[src/rtl/btn_pkg.sv]
// Shared constants and helpers for the push-button debounce bank.
// Defaults target the 100 MHz board clock.
package btn_pkg;

   localparam int SYNC_STAGES          = 2;
   localparam int CLK_HZ               = 100_000_000;
   localparam int DEF_DEBOUNCE_CYCLES  = 10_000_000;
   localparam int DEF_REPEAT_DELAY     = CLK_HZ / 2;
   localparam int DEF_REPEAT_PERIOD    = CLK_HZ / 10;

   // Counter width for values 0..x-1, never narrower than one bit.
   function automatic int clog2_min1(input int x);
      return (x < 2) ? 1 : $clog2(x);
   endfunction

endpackage

[src/rtl/btn_debounce_chan.sv]
// One debounce channel: 2-FF synchroniser, symmetric stability filter,
// registered press/release pulses and optional hold-to-repeat.
module btn_debounce_chan
   import btn_pkg::*;
#(
   parameter int DEBOUNCE_CYCLES = DEF_DEBOUNCE_CYCLES,
   parameter int REPEAT_EN       = 0,
   parameter int REPEAT_DELAY    = DEF_REPEAT_DELAY,
   parameter int REPEAT_PERIOD   = DEF_REPEAT_PERIOD
) (
   input  logic clk,
   input  logic reset_n,
   input  logic btn_in,
   output logic btn_level,
   output logic btn_press,
   output logic btn_release,
   output logic btn_repeat
);

   localparam int               CNT_W    = clog2_min1(DEBOUNCE_CYCLES);
   localparam logic [CNT_W-1:0] CNT_LAST = CNT_W'(DEBOUNCE_CYCLES - 1);

   logic [SYNC_STAGES-1:0] sync;
   logic                   s2;
   logic [CNT_W-1:0]       cnt;
   logic                   flip;

   assign s2   = sync[SYNC_STAGES-1];
   assign flip = (s2 != btn_level) && (cnt == CNT_LAST);

   always_ff @(posedge clk or negedge reset_n) begin
      if (!reset_n) begin
         sync        <= '0;
         cnt         <= '0;
         btn_level   <= 1'b0;
         btn_press   <= 1'b0;
         btn_release <= 1'b0;
      end else begin
         sync        <= {sync[SYNC_STAGES-2:0], btn_in};
         btn_press   <= flip & ~btn_level;
         btn_release <= flip & btn_level;
         // Any sample matching the current level restarts the filter.
         if ((s2 == btn_level) || flip) cnt <= '0;
         else                           cnt <= cnt + 1'b1;
         if (flip) btn_level <= ~btn_level;
      end
   end

   if (REPEAT_EN != 0) begin : g_rep
      localparam int RMAX = (REPEAT_DELAY > REPEAT_PERIOD) ? REPEAT_DELAY : REPEAT_PERIOD;
      localparam int RW   = clog2_min1(RMAX);

      logic [RW-1:0] rcnt;
      logic [RW-1:0] rlast;
      logic          first;

      // First pulse waits the long delay, later ones the short period.
      assign rlast = first ? RW'(REPEAT_DELAY - 1) : RW'(REPEAT_PERIOD - 1);

      always_ff @(posedge clk or negedge reset_n) begin
         if (!reset_n) begin
            rcnt       <= '0;
            first      <= 1'b0;
            btn_repeat <= 1'b0;
         end else if (flip) begin
            rcnt       <= '0;
            first      <= 1'b1;
            btn_repeat <= 1'b0;
         end else if (btn_level) begin
            if (rcnt == rlast) begin
               rcnt       <= '0;
               first      <= 1'b0;
               btn_repeat <= 1'b1;
            end else begin
               rcnt       <= rcnt + 1'b1;
               btn_repeat <= 1'b0;
            end
         end else begin
            rcnt       <= '0;
            btn_repeat <= 1'b0;
         end
      end
   end else begin : g_norep
      assign btn_repeat = 1'b0;
   end

endmodule

[src/rtl/btn_debounce_bank.sv]
// Bank of NUM_BTN independent button debouncers between board pins and
// the user control FSMs.
module btn_debounce_bank
   import btn_pkg::*;
#(
   parameter int NUM_BTN         = 4,
   parameter int DEBOUNCE_CYCLES = DEF_DEBOUNCE_CYCLES,
   parameter int REPEAT_EN       = 0,
   parameter int REPEAT_DELAY    = DEF_REPEAT_DELAY,
   parameter int REPEAT_PERIOD   = DEF_REPEAT_PERIOD
) (
   input  logic               clk,
   input  logic               reset_n,
   input  logic [NUM_BTN-1:0] btn_in,
   output logic [NUM_BTN-1:0] btn_level,
   output logic [NUM_BTN-1:0] btn_press,
   output logic [NUM_BTN-1:0] btn_release,
   output logic [NUM_BTN-1:0] btn_repeat
);

   for (genvar i = 0; i < NUM_BTN; i++) begin : g_chan
      btn_debounce_chan #(
         .DEBOUNCE_CYCLES (DEBOUNCE_CYCLES),
         .REPEAT_EN       (REPEAT_EN),
         .REPEAT_DELAY    (REPEAT_DELAY),
         .REPEAT_PERIOD   (REPEAT_PERIOD)
      ) u_chan (
         .clk         (clk),
         .reset_n     (reset_n),
         .btn_in      (btn_in[i]),
         .btn_level   (btn_level[i]),
         .btn_press   (btn_press[i]),
         .btn_release (btn_release[i]),
         .btn_repeat  (btn_repeat[i])
      );
   end

endmodule

[config.mk]
export PLATFORM = sky130hd
export DESIGN_NAME = btn_debounce_bank
export DESIGN_NICKNAME = d
export VERILOG_FILES = /design/src/rtl/btn_pkg.sv /design/src/rtl/btn_debounce_chan.sv /design/src/rtl/btn_debounce_bank.sv
export SDC_FILE = /design/constraint.sdc
export NUM_CORES = 1
export LEC_CHECK = 0
export ABC_CLOCK_PERIOD_IN_PS = 2000
export BUFFER_PORTS_ARGS = -buffer_cell sky130_fd_sc_hd__buf_2
export CORE_ASPECT_RATIO = 1.25
export CORE_UTILIZATION = 56
export CTS_CLUSTER_SIZE = 20
export DETAILED_ROUTE_END_ITERATION = 16
export HOLD_SLACK_MARGIN = 0.15
export PLACE_DENSITY = 0.77
export SLEW_MARGIN = 10
export SYNTH_ARGS = -nofsm -noshare
export SYNTH_HDL_FRONTEND = slang
export SYNTH_HIERARCHICAL = 1
export SYNTH_SLANG_ARGS = --single-unit
[constraint.sdc]
create_clock -name clk -period 2 [get_ports clk]
set_clock_uncertainty 0.15 [all_clocks]
set_input_delay 0.4 -clock clk [delete_from_list [all_inputs] [get_ports clk]]
set_output_delay 0.4 -clock clk [all_outputs]
set_load 0.01 [all_outputs]
; ---- Yosys cells after proc, flatten, opt, wreduce, memory -nomap -nowiden
; Cells that the tools add are included.
[op_classes]
addsub = 4
eq_ne = 12
n_mux = 4
bitwise = 12
n_reduce_logical = 8
[ops]
columns = cell, count
row1 = 24-bit by 1-bit adder with 24-bit output (second input constant), 4
row2 = 24-bit == test (second input constant), 4
row3 = 24-bit 2-to-1 mux, 4
row4 = 1-bit bitwise AND, 8
row5 = 1-bit == test, 4
row6 = 1-bit logical AND, 4
row7 = 1-bit logical OR, 4
row8 = 1-bit inequality test, 4
row9 = 1-bit NOT, 4
[totals]
ff_bits = 116
in_bits = 6
out_inout_bits = 16
word_cells = 60

; ---- Longest topological paths before layout
[depth]
word_depth = 4
ltp_mapped = 6
mapped_depth_nobuf = 5

; ---- By module
; The synthesis kept the hierarchy.
[by_module_without_submodules]
columns = module, instances, cells_per_inst, area_per_inst_um2, seq_area_each_um2
row1 = btn_debounce_chan, 4, 150, 1446.4, 725.7

; ---- Worst setup path before layout
; OpenSTA, ideal clock, no wires.
[synth_timing]
path_kind = flip-flop to flip-flop
startpoint = register g_chan[0].u_chan.cnt[9]
endpoint = register g_chan[0].u_chan.cnt[19]
setup_time_ns = 0.073
arrival_time_ns = 1.686
required_ns = 1.777
setup_slack_ns = 0.091
path_stages_with_launch = 7
path_cell_list = dfrtp_1 buf_4 nand4_2 or4_1 buf_2 or3_1 a21oi_2
[synth_via]
elab_chain_cells = 4
word_cells_on_any_way = 5
classes_between = 1 x add/sub / 1 x eq/ne / 1 x mux / 2 x reduce/logical
[synth_rtl]
columns = element, line
row1 = from (decl), btn_debounce_chan.sv:25  ; logic [CNT_W-1:0] cnt;
row2 = from (signal assigned), btn_debounce_chan.sv:44  ; else cnt <= cnt + 1'b1;
row3 = "parallel branches: the longest is 3 deep, another holds 24-bit by 1-bit adder with 24-bit output", --
row4 = 24-bit 2-to-1 mux *, btn_debounce_chan.sv:43  ; if ((s2 == btn_level) || flip) cnt <= '0;
; Every way passes the cells marked *.
; A chain may end at the register's enable or synchronous reset.

; ---- Final worst setup path
[layout_timing]
startpoint = register g_chan[1].u_chan.cnt[21]
endpoint = register g_chan[1].u_chan.btn_level
[layout_via]
elab_chain_cells = 2
[layout_rtl]
columns = element, line
row1 = from (decl), btn_debounce_chan.sv:25
row2 = from (signal assigned), btn_debounce_chan.sv:44
row3 = 24-bit == test, btn_debounce_chan.sv:29  ; assign flip = (s2 != btn_level) && (cnt == CNT_LAST);
row4 = 1-bit logical AND, btn_debounce_chan.sv:29
row5 = to (signal assigned), btn_debounce_chan.sv:45  ; if (flip) btn_level <= ~btn_level;
row6 = to (decl), btn_debounce_chan.sv:14  ; output logic btn_level,
; Every way passes these cells.

==> out/qor.yml <==
status: "finished, final reports clean"
rows: 41
synth.top_cell.area_share: 0.502
grt_max_degree: 41
antenna_cells: 0
die_area_um2: 10700
setup_slack_ns: 0.0436
setup_viol: 0
end_kind: "flip-flop"
netlist_area_um2: 5790
wl_um: 13500
mostFrequentLayoutCell: "dfrtp_1"
dp_hpwl_um: 8890
clockBufferDepth: 2
irDropWorstVdd_mv: 0.543
finalCritPeriodShare: 0.978
hold_viol_final: 0
firstDrtPassIters: 7
ys_seq_area_frac: 0.502
synth_area_leaders: "dfrtp_1 50%, xnor2_1 5.4%, nand3_1 4.8%"
ioPinCount: 22
cts.sinks: 116
slowest_stage: "or4bb_1"
syn_avg_cell_area_um2: 9.64
fmax_mhz: 511
r2r_start: "g_chan[1].u_chan/cnt[21]$_DFF_PN0_"
holdPathEnd: "g_chan[1].u_chan/sync[1]$_DFF_PN0_"
critPathLaunchType: "flip-flop"
core_area_um2: 10100
antenna_found_initial: 0
avgRoutedWirePerCell_um: 16.4
p_int_w: 0.00414
crit_chain: "or4bb_1, nor3_2, nand3_1, mux2_1"
grt_pass1_vias: 4881
final_nets: 694
die_y_um: 116
yosys.area.top_type: "dfrtp_1"
r2r_end: "g_chan[1].u_chan/btn_level$_DFFE_PN0P_"
p_leak_nw: 2.97
grt_overflow_total: 0
areaGrowthSynthToFinish_pct: 23.8
maxCapViolCount: 0
avgViaCountPerCell: 5.96
path_max_fanout: 3
p_comb_frac: 0.038
die_w_um: 92.9
hold_slack_ns: 0.200
clk_pin_slew_worst_paths_ns: 0.05
cts_made_buffers: 17
dp_slack_ns: 0.00487
cts_tree: "built"
cp.buffers_inverters: 0
mappedNetlistNets: 610
start_util: 0.575
max_stage_delay_ns: 0.55
p_sw_w: 0.00113
htree_levels: 4
crit_family: "simple AND/OR/NAND/NOR gates"
crit_arrival_ns: 2.10
clkPwrFrac: 0.505
gp_congestion: 0.914
min_from: "g_chan[1].u_chan/sync[0]$_DFF_PN0_"
switching_share: 0.214
synth-seq-cells: 116
drc: 0
power_density_nw_per_um2: 735
drtAntennaViolNets: 0
r2r_setup_slack_ns: 0.04
clk_latency_ns: 0.41
io_buffers: 17
grt_usage: 0.270
synth.distinct_cells: 30
clockRootBuffer: "clkbuf_16"
crit_type: "reg -> reg"
hp-class: "reg -> reg"
drive_gt1_frac: 0.222
slew_viol_final: 0
layout_common_cells: "114 x dfrtp_1, 72 x nor2_1, 66 x buf_4, 54 x nand3_1, 36 x xnor2_1"
rr_worst_depth: 4
ys.warnings.count: 6
drt_iter0_drc: 247
seq_power_share: 0.457
period_needed_ns: 1.96
vias: 4902
required_ns: 2.14
holdPathStages: 0
grt_pass1_wl_um: 22500
syn_inst: 600
==> worst max-delay path by stage <==
stage	cells after the start	endpoint	slack, ns	from
2_1_floorplan	6	g_chan[0].u_chan/cnt[19]$_DFF_PN0_	0.09	g_chan[0].u_chan/cnt[9]$_DFF_PN0_
3_5_place_dp	4	g_chan[1].u_chan/cnt[19]$_DFF_PN0_	0.005	g_chan[1].u_chan/cnt[11]$_DFF_PN0_
3_3_place_gp	4	g_chan[1].u_chan/cnt[19]$_DFF_PN0_	0.06	g_chan[1].u_chan/cnt[11]$_DFF_PN0_
5_1_grt	4	g_chan[3].u_chan/btn_level$_DFFE_PN0P_	-0.06	g_chan[3].u_chan/cnt[21]$_DFF_PN0_
4_1_cts	4	g_chan[3].u_chan/cnt[19]$_DFF_PN0_	0.009	g_chan[3].u_chan/cnt[11]$_DFF_PN0_
6_report	4	g_chan[1].u_chan/btn_level$_DFFE_PN0P_	0.04	g_chan[1].u_chan/cnt[21]$_DFF_PN0_
==> cells by family (layout without fill, tap and decap cells) <==
family	Yosys count	after routing	synth area share
AND/OR/NAND/NOR	308	308	0.294
flip-flops	116	116	0.502
AO/OA/AOI/OAI	72	72	0.0675
XOR/XNOR	56	56	0.0848
buffers and inverters	36	130	0.0329
adder cells (fa/ha/maj)	4	4	0.00865
other	4	4	0.00259
multiplexers	4	4	0.00778
==> per-stage QoR <==
stage | power (W) | utilization | setup TNS [ns] | cells | cell area, um^2
finish | 0.00526 | 0.712 | 0 | 823 | 7160
global route | 0.00544 | 0.712 | -0.122 | 823 | 7160
CTS | 0.00531 | 0.700 | 0 | 819 | 7030
detailed placement | 0.00263 | 0.642 | 0 | 785 | 6450
global placement | 0.00262 | 0.642 | 0 | 785 | 6450
floorplan | 0.00252 | - | 0 | 600 | 5790
==> Yosys cell counts <==
master	instances
and3_1	8
buf_4	8
nand4_1	24
buf_2	20
nand2_1	32
conb_1	4
and4_2	4
nand3_2	4
dfrtp_1	116
and4_1	8
a21oi_1	32
nor4_1	16
xnor2_1	36
or4bb_1	4
and2_1	12
nor3_1	16
nand4b_1	4
nor3b_1	8
a31o_2	4
a21oi_2	4
nand3_1	56
or4_1	8
nor2_1	72
o21ai_0	32
or3_1	28
nand4_2	4
inv_1	8
mux2_1	4
xor2_1	20
ha_1	4
==> layer usage <==
metal | track usage | up-vias | part of all wire
met5 | 0 | - | 0
met4 | 0.127 | 0 | 0.034
met3 | 0.0696 | 45 | 0.045
met2 | 0.462 | 165 | 0.52
li1 | - | 2311 | -
met1 | 0.317 | 2381 | 0.41
==> power groups by stage <==
stage               logic [W]  registers (W)  clock network, W
CTS                  0.000196        0.00240           0.00271
global route         0.000227        0.00241           0.00280
detailed placement   0.000188        0.00244                 0
global placement     0.000181        0.00244                 0
floorplan           0.0000779        0.00244                 0
finish               0.000199        0.00241           0.00266
==> sequential cells by signal (all words and copies together) (netlist names) <==
signal	cells
g_chan.u_chan/cnt	96
g_chan.u_chan/sync	8
g_chan.u_chan/btn_level	4
g_chan.u_chan/btn_press	4
g_chan.u_chan/btn_release	4
==> cell type report <==
type / count / area (um^2)
Multi-Input combinational cell: 448 / 2800
Clock inverter: 5 / 27.5
Clock buffer: 24 / 492
Inverter: 8 / 30.0
Fill cell: 727 / 2890
Tap cell: 129 / 161
Timing Repair Buffer: 93 / 746
Sequential cell: 116 / 2910
==> repair_timing <==
action / 4_1_cts / 5_1_grt
hold buffers: 5 / 0
pin swaps: 0 / 10
endpoints found under the setup margin: 3 / 41
setup buffers: 0 / 4
cloned: 0 / 0
gates resized for setup: 3 / 22
endpoints found under the hold margin: 35 / 0
Note: power is estimated with default switching activity, not from simulation.
